### src/rtl/pcileech_tx_pkg.sv
// Shared types and header layout for the FT601 transmit arbiter.
// Header word: magic | channel | sequence | payload length.
package pcileech_tx_pkg;

    localparam int LEN_W      = 16;
    localparam int SEQ_W      = 8;
    localparam int CH_FIELD_W = 4;

    localparam logic [3:0]  HDR_MAGIC = 4'hE;
    localparam logic [31:0] FILLER    = 32'hFFFF_FFFF;

    localparam int HDR_MAGIC_LSB = 28;
    localparam int HDR_CH_LSB    = 24;
    localparam int HDR_SEQ_LSB   = 16;
    localparam int HDR_LEN_LSB   = 0;

    typedef enum logic [1:0] {
        ST_IDLE  = 2'd0,
        ST_HDR   = 2'd1,
        ST_DATA  = 2'd2,
        ST_DRAIN = 2'd3
    } state_t;

    function automatic logic [31:0] make_hdr(input logic [CH_FIELD_W-1:0] ch,
                                             input logic [SEQ_W-1:0]      seq,
                                             input logic [LEN_W-1:0]      len);
        logic [31:0] h;
        h = '0;
        h[HDR_MAGIC_LSB +: 4]          = HDR_MAGIC;
        h[HDR_CH_LSB    +: CH_FIELD_W] = ch;
        h[HDR_SEQ_LSB   +: SEQ_W]      = seq;
        h[HDR_LEN_LSB   +: LEN_W]      = len;
        return h;
    endfunction

endpackage

### src/rtl/pcileech_tx_arbiter_if.sv
// Source-FIFO and TX-FIFO signals of the transmit arbiter, bundled per direction.
interface pcileech_tx_arbiter_if #(
    parameter int NUM_CH = 3
);
    import pcileech_tx_pkg::*;

    // src_req is a level held by the source until src_grant pulses for one cycle;
    // src_valid answers src_rd exactly one cycle later; out_wr is a plain write
    // strobe and out_afull leaves room for the two words already in flight.
    logic [NUM_CH-1:0]       src_req;
    logic [LEN_W*NUM_CH-1:0] src_len;
    logic [NUM_CH-1:0]       src_grant;
    logic [NUM_CH-1:0]       src_rd;
    logic [32*NUM_CH-1:0]    src_data;
    logic [NUM_CH-1:0]       src_valid;
    logic                    out_afull;
    logic                    out_wr;
    logic [31:0]             out_data;

    modport master (
        input  src_req, src_len, src_data, src_valid, out_afull,
        output src_grant, src_rd, out_wr, out_data
    );

    modport slave (
        output src_req, src_len, src_data, src_valid, out_afull,
        input  src_grant, src_rd, out_wr, out_data
    );

endinterface

### src/rtl/pcileech_rr_pick.sv
// Combinational round-robin picker: the first requester after 'last' wins,
// wrapping around, so the previous winner has the lowest priority.
module pcileech_rr_pick #(
    parameter int NUM_CH = 3,
    parameter int CH_W   = (NUM_CH > 1) ? $clog2(NUM_CH) : 1
) (
    input  logic [NUM_CH-1:0] req,
    input  logic [CH_W-1:0]   last,
    output logic [NUM_CH-1:0] grant,
    output logic [CH_W-1:0]   idx,
    output logic              found
);

    always_comb begin
        int              j;
        logic [CH_W-1:0] cand;
        grant = '0;
        idx   = '0;
        found = 1'b0;
        j     = 0;
        cand  = '0;
        for (int i = 1; i <= NUM_CH; i++) begin
            j = int'(last) + i;
            if (j >= NUM_CH) begin
                j = j - NUM_CH;
            end
            cand = CH_W'(j);
            if (!found && req[cand]) begin
                found       = 1'b1;
                grant[cand] = 1'b1;
                idx         = cand;
            end
        end
    end

endmodule

### src/rtl/pcileech_tx_arbiter.sv
// Packet-granular round-robin arbiter feeding the FT601 TX FIFO: one header
// word per granted packet, then the payload pulled from the source FIFO.
module pcileech_tx_arbiter
    import pcileech_tx_pkg::*;
#(
    parameter int NUM_CH = 3
) (
    input  logic                  clk,
    input  logic                  rst_n,
    pcileech_tx_arbiter_if.master bus,
    output logic                  busy,
    output logic                  err_underrun,
    output state_t                state
);

    localparam int CH_W = (NUM_CH > 1) ? $clog2(NUM_CH) : 1;

    logic [CH_W-1:0]   ch;
    logic [CH_W-1:0]   last_ch;
    logic [CH_W-1:0]   pick_idx;
    logic [NUM_CH-1:0] ch_mask;
    logic [NUM_CH-1:0] pick_grant;
    logic              pick_found;

    logic [LEN_W-1:0]  len_q;
    logic [LEN_W-1:0]  remaining;
    logic [SEQ_W-1:0]  seq;
    logic              word_due;

    logic [NUM_CH-1:0] grant_q;
    logic [NUM_CH-1:0] rd_q;
    logic              wr_q;
    logic [31:0]       data_q;
    logic              err_q;

    logic [LEN_W-1:0]  len_arr  [NUM_CH];
    logic [31:0]       data_arr [NUM_CH];

    for (genvar i = 0; i < NUM_CH; i++) begin : g_unpack
        assign len_arr[i]  = bus.src_len[LEN_W*i +: LEN_W];
        assign data_arr[i] = bus.src_data[32*i +: 32];
    end

    pcileech_rr_pick #(
        .NUM_CH (NUM_CH),
        .CH_W   (CH_W)
    ) u_pick (
        .req   (bus.src_req),
        .last  (last_ch),
        .grant (pick_grant),
        .idx   (pick_idx),
        .found (pick_found)
    );

    assign bus.src_grant = grant_q;
    assign bus.src_rd    = rd_q;
    assign bus.out_wr    = wr_q;
    assign bus.out_data  = data_q;
    assign err_underrun  = err_q;
    assign busy          = (state != ST_IDLE);

    always_ff @(posedge clk or negedge rst_n) begin
        if (!rst_n) begin
            state     <= ST_IDLE;
            ch        <= '0;
            ch_mask   <= '0;
            last_ch   <= CH_W'(NUM_CH - 1);
            len_q     <= '0;
            remaining <= '0;
            seq       <= '0;
            word_due  <= 1'b0;
            grant_q   <= '0;
            rd_q      <= '0;
            wr_q      <= 1'b0;
            data_q    <= '0;
            err_q     <= 1'b0;
        end else begin
            grant_q  <= '0;
            wr_q     <= 1'b0;
            word_due <= |rd_q;

            // Every read owns one output slot; a missing word becomes filler so
            // the length announced in the header always matches the payload.
            if (word_due) begin
                wr_q <= 1'b1;
                if (bus.src_valid[ch]) begin
                    data_q <= data_arr[ch];
                end else begin
                    data_q <= FILLER;
                    err_q  <= 1'b1;
                end
            end

            case (state)
                ST_IDLE: begin
                    rd_q <= '0;
                    if (pick_found && !bus.out_afull) begin
                        ch      <= pick_idx;
                        ch_mask <= pick_grant;
                        len_q   <= len_arr[pick_idx];
                        grant_q <= pick_grant;
                        last_ch <= pick_idx;
                        state   <= ST_HDR;
                    end
                end

                // The first payload read goes out together with the header write.
                ST_HDR: begin
                    if (!bus.out_afull) begin
                        wr_q   <= 1'b1;
                        data_q <= make_hdr(CH_FIELD_W'(ch), seq, len_q);
                        seq    <= seq + SEQ_W'(1);
                        if (len_q == '0) begin
                            state <= ST_IDLE;
                        end else begin
                            rd_q      <= ch_mask;
                            remaining <= len_q - LEN_W'(1);
                            state     <= (len_q == LEN_W'(1)) ? ST_DRAIN : ST_DATA;
                        end
                    end
                end

                ST_DATA: begin
                    if (!bus.out_afull && remaining != '0) begin
                        rd_q      <= ch_mask;
                        remaining <= remaining - LEN_W'(1);
                        if (remaining == LEN_W'(1)) begin
                            state <= ST_DRAIN;
                        end
                    end else begin
                        rd_q <= '0;
                    end
                end

                // The final word is forwarded on the same edge that leaves DRAIN.
                ST_DRAIN: begin
                    rd_q <= '0;
                    if (rd_q == '0) begin
                        state <= ST_IDLE;
                    end
                end

                default: state <= ST_IDLE;
            endcase
        end
    end

endmodule

### src/flat_wrapper.sv
// flat-port wrapper written by rule: the top's interface ports become plain ports
module pcileech_tx_arbiter_flat import pcileech_tx_pkg::*;
#(
    parameter int NUM_CH = 3
)
  (clk, rst_n, busy, err_underrun, state, bus_src_req, bus_src_len, bus_src_data, bus_src_valid, bus_out_afull, bus_src_grant, bus_src_rd, bus_out_wr, bus_out_data);
  pcileech_tx_arbiter_if #(.NUM_CH(NUM_CH)) bus_i ();
  input  logic clk;
  input  logic rst_n;
  output logic busy;
  output logic err_underrun;
  output state_t state;
  input wire logic [$bits(bus_i.src_req)-1:0] bus_src_req;
  input wire logic [$bits(bus_i.src_len)-1:0] bus_src_len;
  input wire logic [$bits(bus_i.src_data)-1:0] bus_src_data;
  input wire logic [$bits(bus_i.src_valid)-1:0] bus_src_valid;
  input wire logic [$bits(bus_i.out_afull)-1:0] bus_out_afull;
  output wire logic [$bits(bus_i.src_grant)-1:0] bus_src_grant;
  output wire logic [$bits(bus_i.src_rd)-1:0] bus_src_rd;
  output wire logic [$bits(bus_i.out_wr)-1:0] bus_out_wr;
  output wire logic [$bits(bus_i.out_data)-1:0] bus_out_data;
  assign bus_i.src_req = bus_src_req;
  assign bus_i.src_len = bus_src_len;
  assign bus_i.src_data = bus_src_data;
  assign bus_i.src_valid = bus_src_valid;
  assign bus_i.out_afull = bus_out_afull;
  assign bus_src_grant = bus_i.src_grant;
  assign bus_src_rd = bus_i.src_rd;
  assign bus_out_wr = bus_i.out_wr;
  assign bus_out_data = bus_i.out_data;
  pcileech_tx_arbiter #(.NUM_CH(NUM_CH)) u_core (.clk(clk), .rst_n(rst_n), .bus(bus_i), .busy(busy), .err_underrun(err_underrun), .state(state));
endmodule
### config.mk
export PLATFORM = sky130hd
export DESIGN_NAME = pcileech_tx_arbiter_flat
export DESIGN_NICKNAME = d
export VERILOG_FILES = /design/src/rtl/pcileech_tx_pkg.sv /design/src/rtl/pcileech_tx_arbiter_if.sv /design/src/rtl/pcileech_rr_pick.sv /design/src/rtl/pcileech_tx_arbiter.sv /design/src/flat_wrapper.sv
export SDC_FILE = /design/constraint.sdc
export NUM_CORES = 1
export LEC_CHECK = 0
export ABC_CLOCK_PERIOD_IN_PS = 3600
export BUFFER_PORTS_ARGS = -buffer_cell sky130_fd_sc_hd__buf_2
export CELL_PAD_IN_SITES_DETAIL_PLACEMENT = 0
export CELL_PAD_IN_SITES_GLOBAL_PLACEMENT = 1
export CORE_ASPECT_RATIO = 1.5
export CORE_MARGIN = 4
export CORE_UTILIZATION = 37
export DETAILED_ROUTE_END_ITERATION = 10
export PLACE_DENSITY_LB_ADDON = 0.1
export SKIP_LAST_GASP = 1
export SLEW_MARGIN = 20
export SYNTH_ARGS = -nofsm -noshare
export SYNTH_HDL_FRONTEND = slang
export SYNTH_HIERARCHICAL = 1
export SYNTH_SLANG_ARGS = --single-unit
### constraint.sdc
create_clock -name clk -period 3.6 [get_ports clk]
set_input_delay 0.54 -clock clk [delete_from_list [all_inputs] [get_ports clk]]
set_output_delay 0.54 -clock clk [all_outputs]
set_load 0.01 [all_outputs]
==> results_dict.tcl <==
set metrics [dict create \
    muxShareOfSynthArea_pct 11.3 \
    gp_congestion 0.880 \
    period_minus_slack_ns 3.17 \
    drt-total-wl_mm 16.9 \
    critPathTopFamily "compound AO/OA/AOI/OAI gates" \
    p_leak_uw 0.00314 \
    dieWidth_um 110 \
    vias 5491 \
    crit_buf_inv 1 \
    post_cts_resized 0 \
    synth-edff-count 0 \
    track_usage_pct 18.6 \
    crit_fanout 16 \
    comb_power_share_pct 51.8 \
    ant_nets 0 \
    end_kind "flip-flop" \
    synthAdderAreaFrac_pct 2.60 \
    synth_cell_types 64 \
    crit_arrival_ns 3.44 \
    antenna_found_initial 0 \
    required_ns 3.87 \
    yosysWarnings 6 \
    pwr-share-seq_pct 32.9 \
    start_util_pct 38.0 \
    worst_slew_pin_slew_ns 0.978 \
    core_area_mm2 0.0152 \
    drt-wirelength-per-cell_um 16.2 \
    irDropWorstVdd_uv 448 \
    syn_inst 669 \
    path_class "reg -> reg" \
    synth_area_mm2 0.00578 \
    clk_latency_ns 0.34 \
    synth_top_family_by_area "compound AO/OA/AOI/OAI gates" \
    ys_seq_elements 89 \
    fin_nets 1003 \
    ys_async_sr_fraction_pct 100 \
    drt_iter0_markers 244 \
    skew_ns 0.00598 \
    slowest_stage "nor2b_1" \
    cts_buffer_depth 2 \
    drtPass1Iterations 4 \
    fmax_mhz 315 \
    io_buffers 195 \
    slew_headroom_pct 34.7 \
    drive_gt1_share_pct 29.9 \
    rsz0062_at_grt "no" \
    diodes 0 \
    io_pins 196 \
    maxSlewViolCount 0 \
    hold_class "in -> async" \
    pwr_density_cell_mw_per_mm2 825 \
    synth_ff_type "dfrtp_1" \
    max_stage_delay_ns 0.80 \
    grt_pass1_wl_mm 26.8 \
    cts_hold_buf 0 \
    grt_pass1_vias 5502 \
    syn2layout_area_growth_pct 24.3 \
    dp_hpwl_mm 13.2 \
    grt_max_degree 66 \
    syn_nets 834 \
    viasPerCell 5.27 \
    cts_tree "built" \
    fin_tns_setup_ns 0 \
    worst-path-stages 9 \
    root_buffer "clkbuf_16" \
    synthSimpleGateAreaFrac_pct 18.6 \
    fp-row-count 55 \
    hold_viol 0 \
    fin_crit_sh_pct 88.1 \
    cts_made_buffers 9 \
    r2r_cells 9 \
    p_sw_uw 2710 \
    pre_cts_ws_ns 0.401 \
    overflow 0 \
    finalSetupViolCount 0 \
    start_kind "flip-flop" \
    dieArea_mm2 0.0177 \
    synth.avg_cell_area_um2 8.65 \
    pwr-share-clk_pct 15.2 \
    post_cts_buffers 0 \
    layout_commonest_cell "buf_2" \
    clock_sinks 89 \
    die_h_um 161 \
    clk_pin_slew_ns 0.07 \
    htree_levels 3 \
    outcome "finished, final reports clean" \
    synth-compound-area-share_pct 21.7 \
    synth_xor_area_share_pct 2.57 \
    path_cells "inv_1 -> ha_1 -> mux2i_1 -> o21ai_2 -> a31o_1 -> o21ai_1 -> nor2b_1 -> a21oi_1 -> a21oi_1" \
    fin_ws_ns 0.427 \
    synth-seq-area-share_pct 38.5 \
    total_power_uw 5930 \
    switching_share_pct 45.7 \
    layout_common_cells "194 x buf_2, 86 x nor2_1, 86 x dfrtp_1, 73 x a21oi_1, 58 x nand2_1" \
    p_int_uw 3220 \
    drcViolationCount 0 \
    maxCapViolations 0 \
    path_common_cell "a21oi_1" \
]
-- state kept, by name, summed over array words and instances, names as in the netlist, named ones only --
| name | cells |
|---|---|
| u_core/seq | 8 |
| u_core/bus.src_rd | 3 |
| u_core/bus.out_data | 32 |
| u_core/bus.src_grant | 3 |
| u_core/remaining | 16 |
| u_core/last_ch | 1 |
| u_core/ch_mask | 3 |
| u_core/state | 1 |
| u_core/err_underrun | 1 |
| u_core/len_q | 16 |
| u_core/ch | 2 |
| u_core/word_due | 1 |
| u_core/bus.out_wr | 1 |
-- final cells by class --
| type | count | area [um^2] |
|---|---|---|
| Fill cell | 1521 | 8020 |
| Multi-Input combinational cell | 517 | 3300 |
| Sequential cell | 89 | 2230 |
| Timing Repair Buffer | 209 | 1080 |
| Tap cell | 199 | 249 |
| Clock buffer | 9 | 225 |
| Clock inverter | 7 | 60.1 |
| Inverter | 12 | 45.0 |
-- cells in the mapped netlist, types with 10 or more instances --
| cell type | count | area share [%] |
|---|---|---|
| clkbuf_1 | 33 | 2.1 |
| o21ai_0 | 55 | 4.8 |
| ha_1 | 12 | 2.6 |
| a21oi_1 | 73 | 6.3 |
| nor3_1 | 12 | 1.0 |
| inv_1 | 11 | 0.71 |
| dfrtp_1 | 88 | 38 |
| buf_2 | 10 | 0.87 |
| nor2_1 | 86 | 5.6 |
| mux2i_1 | 56 | 9.7 |
| o211ai_1 | 29 | 3.8 |
| nand2_1 | 58 | 3.8 |
-- cells by family after synthesis --
| group | count (synthesis) |
|---|---|
| compound gates | 205 |
| xor+xnor | 17 |
| fa+ha+maj | 12 |
| buf+inv | 63 |
| flops | 89 |
| mux | 63 |
| simple gates | 220 |
-- through the flow --
step | utilization [%] | instances | cell area (um^2) | hold WS, ns
floorplan | - | 669 | 5780 | 0.244
global placement | 45.4 | 1026 | 6910 | 0.447
detailed placement | 45.4 | 1026 | 6910 | 0.448
CTS | 47.3 | 1042 | 7190 | 0.234
global route | 47.3 | 1042 | 7190 | 0.262
finish | 47.3 | 1042 | 7190 | 0.205
-- metal layers --
layer | global-route usage [%] | vias to the layer above | routed length [um]
met1 | 23.6 | 2546 | 7120
met4 | 5.10 | 0 | 249
met3 | 3.04 | 19 | 1190
met2 | 32.2 | 179 | 8310
li1 | - | 2747 | -
met5 | 0 | - | 0
-- worst paths after layout --
check | slack (ns) | end | start
setup / recovery | 0.43 | u_core/len_q[8] | u_core/last_ch[1]
hold / removal | 0.20 | u_core/remaining[11] | rst_n
setup reg to reg | 0.43 | u_core/len_q[8] | u_core/last_ch[1]
hold reg to reg | 0.46 | u_core/err_underrun | u_core/err_underrun
max in group asynchronous | 2.62 | u_core/ch[1] | rst_n
min in group clk | 0.46 | u_core/err_underrun | u_core/err_underrun
-- power groups by stage --
stage	clock (uW)	combinational [uW]	sequential (uW)
5_1_grt	974	3460	2020
4_1_cts	932	3110	1950
2_1_floorplan	0	2230	1880
3_5_place_dp	0	3100	1970
3_3_place_gp	0	3050	1950
6_report	903	3070	1950
No activity file was read; power rests on OpenSTA's default activity.
